**src/rtl/mips_defs_pkg.sv**
```systemverilog
// rtl/mips_defs_pkg.sv - shared MIPS decode encodings and ID/EX bundle type
//
// Purpose: aluop/alusel encodings shared with EXE, opcode/funct constants
// decoded by ID, operand-source selector and the ID/EX bundle struct.
// Ports: none (package).
package mips_defs_pkg;

   localparam logic [7:0] ALUOP_NOP = 8'h00;
   localparam logic [7:0] ALUOP_OR  = 8'h25;
   localparam logic [7:0] ALUOP_AND = 8'h24;
   localparam logic [7:0] ALUOP_XOR = 8'h26;
   localparam logic [7:0] ALUOP_NOR = 8'h27;
   localparam logic [7:0] ALUOP_SLL = 8'h7C;
   localparam logic [7:0] ALUOP_SRL = 8'h02;
   localparam logic [7:0] ALUOP_SRA = 8'h03;

   localparam logic [2:0] ALUSEL_NOP   = 3'b000;
   localparam logic [2:0] ALUSEL_LOGIC = 3'b001;
   localparam logic [2:0] ALUSEL_SHIFT = 3'b010;

   localparam logic [5:0] OP_SPECIAL = 6'h00;
   localparam logic [5:0] OP_ANDI    = 6'h0C;
   localparam logic [5:0] OP_ORI     = 6'h0D;
   localparam logic [5:0] OP_XORI    = 6'h0E;
   localparam logic [5:0] OP_LUI     = 6'h0F;

   localparam logic [5:0] FUNCT_SLL  = 6'h00;
   localparam logic [5:0] FUNCT_SRL  = 6'h02;
   localparam logic [5:0] FUNCT_SRA  = 6'h03;
   localparam logic [5:0] FUNCT_SLLV = 6'h04;
   localparam logic [5:0] FUNCT_SRLV = 6'h06;
   localparam logic [5:0] FUNCT_SRAV = 6'h07;
   localparam logic [5:0] FUNCT_AND  = 6'h24;
   localparam logic [5:0] FUNCT_OR   = 6'h25;
   localparam logic [5:0] FUNCT_XOR  = 6'h26;
   localparam logic [5:0] FUNCT_NOR  = 6'h27;

   // Where each registered operand comes from once bypass is resolved.
   typedef enum logic [2:0] {
      SRC_RESET,   // bubble value
      SRC_PORT1,   // bypassed read port 1 (rs)
      SRC_PORT2,   // bypassed read port 2 (rt)
      SRC_SA,      // zero-extended shift amount
      SRC_IMM_ZX,  // zero-extended immediate
      SRC_IMM_HI,  // immediate in the upper half (lui)
      SRC_ZERO
   } opnd_src_e;

   typedef struct packed {
      logic [7:0]  aluop;
      logic [2:0]  alusel;
      logic [31:0] reg1;
      logic [31:0] reg2;
      logic [4:0]  wd;
      logic        wreg;
      logic        invalid;
   } id_ex_t;

   function automatic id_ex_t make_bubble(input logic [31:0] word);
      id_ex_t b;
      b.aluop   = ALUOP_NOP;
      b.alusel  = ALUSEL_NOP;
      b.reg1    = word;
      b.reg2    = word;
      b.wd      = 5'd0;
      b.wreg    = 1'b0;
      b.invalid = 1'b0;
      return b;
   endfunction

endpackage

```
**src/rtl/id_stage_if.sv**
```systemverilog
// rtl/id_stage_if.sv - instruction handshake between fetch and decode
//
// Purpose: carries the instruction word into ID with its valid/ready pair.
// Ports (signals): inst_valid, inst[31:0] from fetch; inst_ready from ID.
// Modports: master = fetch side, slave = decode side.
interface id_stage_if;
   logic        inst_valid;
   logic [31:0] inst;
   logic        inst_ready;

   modport master (output inst_valid, output inst, input inst_ready);
   modport slave  (input inst_valid, input inst, output inst_ready);
endinterface

```
**src/rtl/id_decode_core.sv**
```systemverilog
// rtl/id_decode_core.sv - combinational MIPS decode plus operand bypass
//
// Purpose: decodes one instruction, drives register-file read ports,
// resolves EXE/MEM bypass and assembles the unregistered ID/EX bundle.
// Ports: inst in; re1/re2, raddr1/raddr2 out; rdata1/rdata2 in;
// ex_*/mem_* bypass sources in; bundle out (id_ex_t).
module id_decode_core
   import mips_defs_pkg::*;
#(
   parameter logic [31:0] RESET_WORD = 32'h00000000
) (
   input  logic [31:0] inst,
   output logic        re1,
   output logic        re2,
   output logic [4:0]  raddr1,
   output logic [4:0]  raddr2,
   input  logic [31:0] rdata1,
   input  logic [31:0] rdata2,
   input  logic        ex_wreg,
   input  logic [4:0]  ex_wd,
   input  logic [31:0] ex_wdata,
   input  logic        mem_wreg,
   input  logic [4:0]  mem_wd,
   input  logic [31:0] mem_wdata,
   output id_ex_t      bundle
);

   logic [5:0]  op, funct;
   logic [4:0]  rs, rt, rd, sa;
   logic [15:0] imm;

   assign op    = inst[31:26];
   assign rs    = inst[25:21];
   assign rt    = inst[20:16];
   assign rd    = inst[15:11];
   assign sa    = inst[10:6];
   assign funct = inst[5:0];
   assign imm   = inst[15:0];

   assign raddr1 = rs;
   assign raddr2 = rt;

   logic        valid;
   logic [7:0]  aluop;
   logic [2:0]  alusel;
   logic [4:0]  wd;
   opnd_src_e   src1, src2;

   // Control decode only; operand values are assembled separately so the
   // read enables never depend on the bypassed data.
   always_comb begin
      valid  = 1'b0;
      re1    = 1'b0;
      re2    = 1'b0;
      aluop  = ALUOP_NOP;
      alusel = ALUSEL_NOP;
      wd     = 5'd0;
      src1   = SRC_RESET;
      src2   = SRC_RESET;
      if (op == OP_SPECIAL) begin
         valid  = 1'b1;
         wd     = rd;
         re1    = 1'b1;
         re2    = 1'b1;
         alusel = ALUSEL_LOGIC;
         src1   = SRC_PORT1;
         src2   = SRC_PORT2;
         case (funct)
            FUNCT_OR:  aluop = ALUOP_OR;
            FUNCT_AND: aluop = ALUOP_AND;
            FUNCT_XOR: aluop = ALUOP_XOR;
            FUNCT_NOR: aluop = ALUOP_NOR;
            FUNCT_SLL, FUNCT_SRL: begin
               aluop  = (funct == FUNCT_SLL) ? ALUOP_SLL : ALUOP_SRL;
               alusel = ALUSEL_SHIFT;
               re1    = 1'b0;
               src1   = SRC_PORT2;
               src2   = SRC_SA;
            end
            FUNCT_SRA: begin
               aluop  = ALUOP_SRA;
               alusel = ALUSEL_SHIFT;
               re1    = 1'b0;
               src1   = SRC_SA;
               src2   = SRC_PORT2;
            end
            FUNCT_SLLV, FUNCT_SRLV: begin
               aluop  = (funct == FUNCT_SLLV) ? ALUOP_SLL : ALUOP_SRL;
               alusel = ALUSEL_SHIFT;
               src1   = SRC_PORT2;
               src2   = SRC_PORT1;
            end
            FUNCT_SRAV: begin
               aluop  = ALUOP_SRA;
               alusel = ALUSEL_SHIFT;
            end
            default: valid = 1'b0;
         endcase
      end else if (op == OP_ORI || op == OP_ANDI || op == OP_XORI || op == OP_LUI) begin
         valid  = 1'b1;
         wd     = rt;
         re1    = 1'b1;
         alusel = ALUSEL_LOGIC;
         src1   = SRC_PORT1;
         src2   = SRC_IMM_ZX;
         case (op)
            OP_ANDI: aluop = ALUOP_AND;
            OP_XORI: aluop = ALUOP_XOR;
            OP_LUI: begin
               aluop = ALUOP_OR;
               src1  = SRC_ZERO;
               src2  = SRC_IMM_HI;
            end
            default: aluop = ALUOP_OR;
         endcase
      end
      // Anything unrecognised collapses to a bubble with both ports idle.
      if (!valid) begin
         re1    = 1'b0;
         re2    = 1'b0;
         aluop  = ALUOP_NOP;
         alusel = ALUSEL_NOP;
         wd     = 5'd0;
         src1   = SRC_RESET;
         src2   = SRC_RESET;
      end
   end

   // $0 always reads zero; the younger EXE result wins over MEM.
   function automatic logic [31:0] bypass(
      input logic        en,
      input logic [4:0]  addr,
      input logic [31:0] rdata,
      input logic        x_wreg,
      input logic [4:0]  x_wd,
      input logic [31:0] x_wdata,
      input logic        m_wreg,
      input logic [4:0]  m_wd,
      input logic [31:0] m_wdata
   );
      if (!en || addr == 5'd0)             return 32'h0;
      else if (x_wreg && x_wd == addr)     return x_wdata;
      else if (m_wreg && m_wd == addr)     return m_wdata;
      else                                 return rdata;
   endfunction

   logic [31:0] port1, port2;

   assign port1 = bypass(re1, rs, rdata1, ex_wreg, ex_wd, ex_wdata, mem_wreg, mem_wd, mem_wdata);
   assign port2 = bypass(re2, rt, rdata2, ex_wreg, ex_wd, ex_wdata, mem_wreg, mem_wd, mem_wdata);

   function automatic logic [31:0] pick(input opnd_src_e s, input logic [31:0] p1,
                                        input logic [31:0] p2, input logic [4:0] s_amt,
                                        input logic [15:0] s_imm);
      case (s)
         SRC_PORT1:  return p1;
         SRC_PORT2:  return p2;
         SRC_SA:     return {27'b0, s_amt};
         SRC_IMM_ZX: return {16'b0, s_imm};
         SRC_IMM_HI: return {s_imm, 16'b0};
         SRC_ZERO:   return 32'h0;
         default:    return RESET_WORD;
      endcase
   endfunction

   always_comb begin
      bundle         = make_bubble(RESET_WORD);
      bundle.aluop   = aluop;
      bundle.alusel  = alusel;
      bundle.reg1    = pick(src1, port1, port2, sa, imm);
      bundle.reg2    = pick(src2, port1, port2, sa, imm);
      bundle.wd      = wd;
      bundle.wreg    = valid && (wd != 5'd0);
      bundle.invalid = !valid;
   end

endmodule

```
**src/rtl/id_stage.sv**
```systemverilog
// rtl/id_stage.sv - MIPS ID stage: decode core plus ID/EX pipeline register
//
// Purpose: registers the decoded bundle with flush > stall > load priority.
// Ports: clk, resetn (async, active-high); fetch (id_stage_if.slave);
// stall_i, flush_i; re1_o/re2_o, raddr1_o/raddr2_o, rdata1_i/rdata2_i;
// ex_*_i / mem_*_i bypass; aluop_o, alusel_o, reg1_o, reg2_o, wd_o,
// wreg_o, invalid_o (registered).
module id_stage
   import mips_defs_pkg::*;
#(
   parameter logic [31:0] RESET_WORD = 32'h00000000
) (
   input  logic        clk,
   input  logic        resetn,
   id_stage_if.slave   fetch,
   input  logic        stall_i,
   input  logic        flush_i,
   output logic        re1_o,
   output logic        re2_o,
   output logic [4:0]  raddr1_o,
   output logic [4:0]  raddr2_o,
   input  logic [31:0] rdata1_i,
   input  logic [31:0] rdata2_i,
   input  logic        ex_wreg_i,
   input  logic [4:0]  ex_wd_i,
   input  logic [31:0] ex_wdata_i,
   input  logic        mem_wreg_i,
   input  logic [4:0]  mem_wd_i,
   input  logic [31:0] mem_wdata_i,
   output logic [7:0]  aluop_o,
   output logic [2:0]  alusel_o,
   output logic [31:0] reg1_o,
   output logic [31:0] reg2_o,
   output logic [4:0]  wd_o,
   output logic        wreg_o,
   output logic        invalid_o
);

   localparam id_ex_t BUBBLE = make_bubble(RESET_WORD);

   logic   core_re1, core_re2;
   id_ex_t dec, bundle_q;

   id_decode_core #(.RESET_WORD(RESET_WORD)) u_core (
      .inst      (fetch.inst),
      .re1       (core_re1),
      .re2       (core_re2),
      .raddr1    (raddr1_o),
      .raddr2    (raddr2_o),
      .rdata1    (rdata1_i),
      .rdata2    (rdata2_i),
      .ex_wreg   (ex_wreg_i),
      .ex_wd     (ex_wd_i),
      .ex_wdata  (ex_wdata_i),
      .mem_wreg  (mem_wreg_i),
      .mem_wd    (mem_wd_i),
      .mem_wdata (mem_wdata_i),
      .bundle    (dec)
   );

   // The register file stays quiet while reset is held.
   assign re1_o = core_re1 & ~resetn;
   assign re2_o = core_re2 & ~resetn;

   assign fetch.inst_ready = ~stall_i;

   always_ff @(posedge clk or posedge resetn) begin
      if (resetn)
         bundle_q <= BUBBLE;
      else if (flush_i)
         bundle_q <= BUBBLE;
      else if (!stall_i)
         bundle_q <= fetch.inst_valid ? dec : BUBBLE;
   end

   assign aluop_o   = bundle_q.aluop;
   assign alusel_o  = bundle_q.alusel;
   assign reg1_o    = bundle_q.reg1;
   assign reg2_o    = bundle_q.reg2;
   assign wd_o      = bundle_q.wd;
   assign wreg_o    = bundle_q.wreg;
   assign invalid_o = bundle_q.invalid;

endmodule

```
**src/flat_wrapper.sv**
```systemverilog
// flat-port wrapper written by rule: the top's interface ports become plain ports
module id_stage_flat import mips_defs_pkg::*;
#(
   parameter logic [31:0] RESET_WORD = 32'h00000000
)
  (clk, resetn, stall_i, flush_i, re1_o, re2_o, raddr1_o, raddr2_o, rdata1_i, rdata2_i, ex_wreg_i, ex_wd_i, ex_wdata_i, mem_wreg_i, mem_wd_i, mem_wdata_i, aluop_o, alusel_o, reg1_o, reg2_o, wd_o, wreg_o, invalid_o, fetch_inst_valid, fetch_inst, fetch_inst_ready);
  id_stage_if fetch_i ();
  input  logic clk;
  input  logic resetn;
  input  logic stall_i;
  input  logic flush_i;
  output logic re1_o;
  output logic re2_o;
  output logic [4:0] raddr1_o;
  output logic [4:0] raddr2_o;
  input  logic [31:0] rdata1_i;
  input  logic [31:0] rdata2_i;
  input  logic ex_wreg_i;
  input  logic [4:0] ex_wd_i;
  input  logic [31:0] ex_wdata_i;
  input  logic mem_wreg_i;
  input  logic [4:0] mem_wd_i;
  input  logic [31:0] mem_wdata_i;
  output logic [7:0] aluop_o;
  output logic [2:0] alusel_o;
  output logic [31:0] reg1_o;
  output logic [31:0] reg2_o;
  output logic [4:0] wd_o;
  output logic wreg_o;
  output logic invalid_o;
  input wire logic [$bits(fetch_i.inst_valid)-1:0] fetch_inst_valid;
  input wire logic [$bits(fetch_i.inst)-1:0] fetch_inst;
  output wire logic [$bits(fetch_i.inst_ready)-1:0] fetch_inst_ready;
  assign fetch_i.inst_valid = fetch_inst_valid;
  assign fetch_i.inst = fetch_inst;
  assign fetch_inst_ready = fetch_i.inst_ready;
  id_stage #(.RESET_WORD(RESET_WORD)) u_core (.clk(clk), .resetn(resetn), .fetch(fetch_i), .stall_i(stall_i), .flush_i(flush_i), .re1_o(re1_o), .re2_o(re2_o), .raddr1_o(raddr1_o), .raddr2_o(raddr2_o), .rdata1_i(rdata1_i), .rdata2_i(rdata2_i), .ex_wreg_i(ex_wreg_i), .ex_wd_i(ex_wd_i), .ex_wdata_i(ex_wdata_i), .mem_wreg_i(mem_wreg_i), .mem_wd_i(mem_wd_i), .mem_wdata_i(mem_wdata_i), .aluop_o(aluop_o), .alusel_o(alusel_o), .reg1_o(reg1_o), .reg2_o(reg2_o), .wd_o(wd_o), .wreg_o(wreg_o), .invalid_o(invalid_o));
endmodule
```
**config.mk**
```make
export PLATFORM = sky130hd
export DESIGN_NAME = id_stage_flat
export DESIGN_NICKNAME = d
export VERILOG_FILES = /design/src/rtl/mips_defs_pkg.sv /design/src/rtl/id_stage_if.sv /design/src/rtl/id_decode_core.sv /design/src/rtl/id_stage.sv /design/src/flat_wrapper.sv
export SDC_FILE = /design/constraint.sdc
export NUM_CORES = 1
export LEC_CHECK = 0
export BUFFER_PORTS_ARGS = -buffer_cell sky130_fd_sc_hd__buf_2
export CAP_MARGIN = 30
export CORE_ASPECT_RATIO = 1.25
export CORE_UTILIZATION = 45
export CTS_CLUSTER_DIAMETER = 80
export DETAILED_ROUTE_END_ITERATION = 12
export GPL_ROUTABILITY_DRIVEN = 0
export GPL_TIMING_DRIVEN = 1
export PLACE_DENSITY = 0.74
export SETUP_SLACK_MARGIN = 0.05
export SLEW_MARGIN = 0
export SYNTH_ARGS = -nofsm -noshare
export SYNTH_HDL_FRONTEND = slang
export SYNTH_SLANG_ARGS = --single-unit
```
**constraint.sdc**
```tcl
create_clock -name clk -period 3.9 [get_ports clk]
set_input_delay 0.78 -clock clk [delete_from_list [all_inputs] [get_ports clk]]
set_output_delay 0.78 -clock clk [all_outputs]
set_load 0.005 [all_outputs]
```
==> impl_metrics.env, run 1 <==
export IMPL_max_cap_violations=0
export IMPL_die_w_um=102.7
export IMPL_routedWlPerCell_um=21.63
export IMPL_path_clk_slew_ps=50
export IMPL_max_slew_worst_pin_slew_ps=984.0
export IMPL_yosysTopAreaCellShare_pct=33.78
export IMPL_p_per_area_nw_per_um2=277.9
export IMPL_finClkSkew_ps=0
export IMPL_slew_violations=0
export IMPL_cts_max_level=3
export IMPL_synth_area_um2=5704
export IMPL_dpl_hpwl_um=16990
export IMPL_cpMaxStageDelayCell="nor4_1"
export IMPL_crit_buf_inv=2
export IMPL_dieArea_um2=13130
export IMPL_status="finished clean"
export IMPL_first_iter_violations=489
export IMPL_path_max_fanout=5
export IMPL_drc=0
export IMPL_ys_flop_type="dfrtp_1"
export IMPL_postSynthCellCount=696
export IMPL_finalSetupTns_ps=0
export IMPL_grt_usage_pct=35.89
export IMPL_vias_per_cell=6.386
export IMPL_rsz0062_at_grt="false"
export IMPL_syn_avg_cell_area_um2=8.196
export IMPL_grt_pass1_wl_um=35450
export IMPL_area_growth_pct=29.13
export IMPL_rows=45
export IMPL_path_cells="buf_2, nor4_1, nand4_1, o21ai_0, nor2_1, buf_2"
export IMPL_cts_tree="yes"
export IMPL_postCtsSetupRepairBufs=0
export IMPL_yosysSeqAreaShare_pct=33.78
export IMPL_max_stage_delay_ps=440
export IMPL_cpMostUsedCell="buf_2"
export IMPL_antenna_found_initial=1
export IMPL_cp_top_family="simple AND/OR/NAND/NOR gates"
export IMPL_postCtsHoldBufs=0
export IMPL_final_antenna_net_count=0
export IMPL_cts_made_buffers=9
export IMPL_fin_crit_ps=2834
export IMPL_num_io_pins=272
export IMPL_startpoint_type="input pin"
export IMPL_required_ps=3120
export IMPL_coreArea_um2=12270
export IMPL_path_class="input pin to output pin"
export IMPL_die_h_um=127.9
export IMPL_synth_edf_count=0
export IMPL_r2r_slack_ps=2890
export IMPL_worstSetupEndpoint="re1_o"
export IMPL_p_leak_nw=3.472
export IMPL_setup_viol=0
export IMPL_yosysWarnings=0
export IMPL_crit_arrival_ps=2050
export IMPL_rr_endpoint="u_core.reg1_o[2]"
export IMPL_yosys_cell_types_count=55
export IMPL_post_cts_resized=0
export IMPL_fmax_mhz=352.9
export IMPL_slew_headroom_pct=34.40
export IMPL_cp_startpoint="fetch_inst[27]"
export IMPL_finalCritPeriodShare_pct=72.66
export IMPL_grt_ovfl_total=0
export IMPL_wl_um=23580
export IMPL_synth_async_reset_ratio_pct=100.0
export IMPL_clockRootBuffer="clkbuf_16"
export IMPL_vdd_drop_max_mv=0.1774
export IMPL_initial_core_util_pct=46.47
export IMPL_ys_ff_latch=77
export IMPL_final_nets=1099
export IMPL_r2r_start="u_core.reg1_o[2]"
export IMPL_rr_worst_depth=3
export IMPL_dp_cells=1075
export IMPL_hold_path_class="flip-flop to flip-flop"
export IMPL_final_common_cell="buf_2"
export IMPL_antenna_cells=0
export IMPL_grt_pass1_vias=6586
export IMPL_portBuffers=269
export IMPL_layout_common_cells="buf_2 (269), nand2_1 (104), dfrtp_1 (77)"
export IMPL_crit_cells=6
export IMPL_yosys_area_top_type="dfrtp_1"
export IMPL_crit_path_end_kind="output pin"
export IMPL_grt_max_degree=78
export IMPL_final_hold_viol_count=0
export IMPL_dpl_worst_slack_ps=861.2
export IMPL_fillCellCount=1153
export IMPL_clockBufferDepth=2
export IMPL_stdcell_count=1090
export IMPL_clock_sinks=77
export IMPL_whs_ps=475.2
export IMPL_drtPass1Iterations=5
export IMPL_drive_above_1_share_pct=36.29
export IMPL_synth_area_leaders="dfrtp_1 (34%), o211ai_1 (7.2%), nand2_1 (6.9%)"
export IMPL_insertion_delay_ps=330
export IMPL_setup_ws_ps=1066
export IMPL_via_count=6961
[flip-flops by register name, summed over array words and instances, names as in the netlist]
name	flops
u_core.aluop_o	4
u_core.alusel_o	2
u_core.invalid_o	1
u_core.wd_o	5
u_core.reg2_o	32
u_core.wreg_o	1
u_core.reg1_o	32
[metal layers]
metal	up-vias	share of wire [%]	track usage (%)
met1	3308	37	44.56
met3	94	10	6.870
met2	464	48	57.76
li1	3095	-	-
met4	0	4.6	20.17
met5	-	0	0
[worst min-delay path by stage]
| stage | startpoint | to | slack (ps) | depth (start not counted) |
|---|---|---|---|---|
| finish | u_core.aluop_o[1] | u_core.aluop_o[1] | 480 | 2 |
| global route | u_core.aluop_o[1] | u_core.aluop_o[1] | 510 | 2 |
| CTS | u_core.wd_o[3] | u_core.wd_o[3] | 480 | 2 |
| detailed placement | u_core.wd_o[3] | u_core.wd_o[3] | 470 | 2 |
| global placement | u_core.wd_o[1] | u_core.wd_o[1] | 460 | 2 |
| floorplan | u_core.aluop_o[0] | u_core.aluop_o[0] | 470 | 2 |
[cells by family (layout without fill, tap and decap cells)]
family                 count (synthesis)  count (layout)  synth area share (%)
XOR/XNOR                              20              20                 3.071
AND/OR/NAND/NOR                      210             210                 17.88
multiplexers                           1               1                0.1974
buffers and inverters                 85             314                 7.370
other                                  1               2               0.06574
AO/OA/AOI/OAI                        302             302                 37.64
flip-flops                            77              77                 33.78
[cells in the mapped netlist (3+ instances only)]
master     instances
nand3_1           12
o211ai_1          55
nand2b_1           3
a221oi_1           4
o21ai_1            7
and4_1             3
a311o_1           12
nor4_1             3
buf_2             12
a21oi_1           38
or4_1              3
o21ai_0           67
inv_1              9
nand2_1          105
a22oi_1           23
a22o_1            22
buf_6              4
buf_4             15
nor3_1            13
and2_1             4
a2bb2oi_1          9
o211ai_2           7
nor2_1            29
or4_4              3
o2bb2ai_1         18
clkbuf_1          44
a32oi_1           10
dfrtp_1           77
nor3b_1            8
a31oi_1           13
a31o_2             8
xnor2_1           19
nand4_1           11
[power by group]
part	leakage [nW]	internal (W)	switching [W]	total, W
logic	2.25	0.000147	0.000238	0.000385
clock network	0.147	0.000525	0.000335	0.000860
registers	1.08	0.000801	0.00000120	0.000802
total	3.47	0.00147	0.000574	0.00205
[per-stage QoR]
stage                     utilization, %  instance area [um^2]  total power, W
after CTS                          60.01                  7366        0.002042
after floorplan                        -                  5708        0.001002
after global placement             57.40                  7046        0.001188
final                              60.01                  7366        0.002047
after global routing               60.01                  7366        0.002105
after detailed placement           57.56                  7066        0.001192
[layout make-up]
cell class	instances	area, um^2	share of cell area (%)
inverter	9	35.03	0.4756
multi-input combinational	535	3382	45.91
sequential	77	1927	26.16
clock inverter	4	47.55	0.6455
timing repair buffer	290	1516	20.59
tap	164	205.2	2.786
clock buffer	11	252.7	3.431
[tightest hold or removal path, delay by kind of cell (launching register included)]
family           cells  cell delay (ps)
flip-flops           1              330
AO/OA/AOI/OAI        1               60
AND/OR/NAND/NOR      1               50
Note: power is estimated with default switching activity, not from simulation.
==> run 2: changes to the inputs <==
ABC_AREA = 1   (was default)
PLACE_DENSITY = 0.71   (was 0.74)
clock period = 2.7 ns   (was 3.9 ns; I/O delays follow)
==> run 2 against run 1 <==
- die area increased by 16%
- sequential share of layout area decreased by 3.4 points
- non-clock buffer count up 17
- utilization fell by 1.2 points
- via count is 29% higher
- design area increased by 15%
==> impl_metrics.env, run 2 <==
export IMPL_coreArea_um2=14410
export IMPL_postSynthCellCount=1116
export IMPL_max_stage_delay_ps=330
export IMPL_cp_top_family="simple AND/OR/NAND/NOR gates"
export IMPL_cts_tree="yes"
export IMPL_final_nets=1525
export IMPL_p_seq_share_pct=36.1
export IMPL_setup_ws_ps=371.2
export IMPL_drc=0
export IMPL_fin_crit_ps=2329
export IMPL_setup_viol=0
export IMPL_drtPass1Iterations=10
export IMPL_postCtsSetupRepairBufs=0
export IMPL_finalCritPeriodShare_pct=86.25
export IMPL_dp_cells=1515
export IMPL_finalSetupTns_ps=0
export IMPL_vdd_drop_max_mv=0.2987
export IMPL_rsz0062_at_grt="false"
export IMPL_path_clk_slew_ps=60
export IMPL_yosys_area_top_type="dfrtp_1"
export IMPL_path_cells="buf_2, nor2_1, nand2_1, nor2_2, nand2_2, nand2_4, nand2_1, nor2_1, buf_2"
export IMPL_ys_top_cells_by_count="nand2_1 (394), nand3_1 (243), nor2_1 (158)"
export IMPL_vias_per_cell=5.882
export IMPL_slew_headroom_pct=64.34
export IMPL_cts_max_level=3
export IMPL_dpl_hpwl_um=20180
export IMPL_fmax_mhz=429.4
export IMPL_initial_core_util_pct=46.01
export IMPL_crit_path_end_kind="output pin"
export IMPL_synth_async_reset_ratio_pct=100.0
export IMPL_p_leak_nw=5.057
export IMPL_combPwrFrac_pct=19.5
export IMPL_postCtsHoldBufs=0
export IMPL_r2r_slack_ps=1970
export IMPL_grt_max_degree=78
export IMPL_ys_ff_latch=77
export IMPL_hold_path_class="input pin to async pin"
export IMPL_die_w_um=110.6
export IMPL_crit_arrival_ps=1790
export IMPL_final_hold_viol_count=0
export IMPL_status="finished clean"
export IMPL_dieArea_um2=15220
export IMPL_required_ps=2160
export IMPL_layout_common_cells="nand2_1 (394), buf_2 (269), nand3_1 (241)"
export IMPL_synth_edf_count=0
export IMPL_p_sw_share_pct=28.86
export IMPL_p_per_area_nw_per_um2=378.1
export IMPL_synth_area_um2=6629
export IMPL_rows=49
export IMPL_via_count=9006
export IMPL_grt_usage_pct=37.30
export IMPL_die_h_um=137.7
export IMPL_grt_ovfl_total=0
export IMPL_wl_um=28580
export IMPL_finClkSkew_ps=0
export IMPL_p_clk_share_pct=44.4
export IMPL_slew_violations=0
export IMPL_stdcell_area_um2=8473
export IMPL_path_class="input pin to output pin"
export IMPL_post_cts_resized=0
export IMPL_antenna_found_initial=2
export IMPL_max_cap_violations=0
export IMPL_yosysSeqAreaShare_pct=29.07
export IMPL_ys_flop_type="dfrtp_1"
export IMPL_cpMaxStageDelayCell="nor2_2"
export IMPL_syn_avg_cell_area_um2=5.940
export IMPL_cts_made_buffers=9
export IMPL_portBuffers=269
export IMPL_max_slew_worst_pin_slew_ps=534.2
export IMPL_final_antenna_net_count=0
export IMPL_insertion_delay_ps=350
export IMPL_clockRootBuffer="clkbuf_16"
export IMPL_first_iter_violations=942
export IMPL_startpoint_type="input pin"
export IMPL_power_switching_w=0.0009245
export IMPL_yosys_cell_types_count=30
export IMPL_internal_power_w=0.002279
export IMPL_drive_above_1_share_pct=26.65
export IMPL_synth_most_common_cell="nand2_1"
export IMPL_final_common_cell="nand2_1"
export IMPL_dpl_worst_slack_ps=245.2
export IMPL_yosysWarnings=0
export IMPL_grt_pass1_vias=8296
export IMPL_grt_pass1_wl_um=43750
export IMPL_path_max_fanout=12
export IMPL_clock_sinks=77
export IMPL_crit_buf_inv=2
export IMPL_routedWlPerCell_um=18.67
export IMPL_synth_area_leaders="dfrtp_1 (29%), nand2_1 (22%), nand3_1 (18%)"
export IMPL_stdcell_count=1531
export IMPL_num_io_pins=272
export IMPL_yosysTopAreaCellShare_pct=29.07
export IMPL_clockBufferDepth=2
export IMPL_area_growth_pct=27.82
export IMPL_placed_cell_area_um2=8132
==> run 2: cell count changes after synthesis, moves of 21 or more <==
cell and delta:
a21oi_1 -36, a22o_1 -21, nand2_1 +289, nand3_1 +231, nand4_1 +53, nor2_1 +129, o211ai_1 -55, o21ai_0 -52
==> run 2: logic make-up after synthesis <==
logic type / share of synthesized area (%)
simple gates: 58.15
buf+inv: 9.438
flops: 29.07
compound gates: 3.284
other cells: 0.05657
==> run 2: area by class of cell <==
class | instances | area [um^2]
diodes | 2 | 5.005
clock buffers | 10 | 239.0
clock inverters | 4 | 97.59
fillers | 1475 | 5934
inverters | 39 | 147.6
multi-input cells | 914 | 4128
flip-flops and latches | 77 | 1927
well taps | 178 | 222.7
repair buffers | 307 | 1707
==> run 2: power groups by stage <==
stage | Clock (W) | Combinational [W] | Sequential, W
after floorplan | 0 | 0.000298 | 0.00118
after global placement | 0 | 0.000606 | 0.00118
after detailed placement | 0 | 0.000606 | 0.00118
after CTS | 0.00144 | 0.000609 | 0.00116
after global routing | 0.00149 | 0.000670 | 0.00116
final | 0.00142 | 0.000625 | 0.00116
==> run 2: stage by stage <==
| step | hold WS, ps | total power, W | util, % |
|---|---|---|---|
| 2_1_floorplan | 472.4 | 0.001475 | - |
| 3_3_place_gp | 458.5 | 0.001784 | 56.44 |
| 3_5_place_dp | 459.2 | 0.001783 | 56.44 |
| 4_1_cts | 113.1 | 0.003203 | 58.78 |
| 5_1_grt | 130.3 | 0.003312 | 58.79 |
| 6_report | 108.0 | 0.003204 | 58.81 |
==> run 2: path summary, 6_finish.rpt <==
| path | cells after the start | to | startpoint |
|---|---|---|---|
| max | 9 | re1_o | fetch_inst[29] |
| min | 2 | u_core.wd_o[4] | resetn |
| max reg2reg | 1 | u_core.aluop_o[4] | u_core.aluop_o[4] |
| min reg2reg | 2 | u_core.reg1_o[24] | u_core.reg1_o[24] |
| max in group asynchronous | 3 | u_core.reg2_o[14] | resetn |
| min in group clk | 2 | u_core.reg1_o[24] | u_core.reg1_o[24] |
==> run 2: metal layers <==
layer	vias up	share of wire (%)	track usage [%]
li1	4136	-	-
met2	706	47	60.97
met4	0	5.4	24.59
met1	4043	37	45.51
met5	-	0	0
met3	121	11	6.467
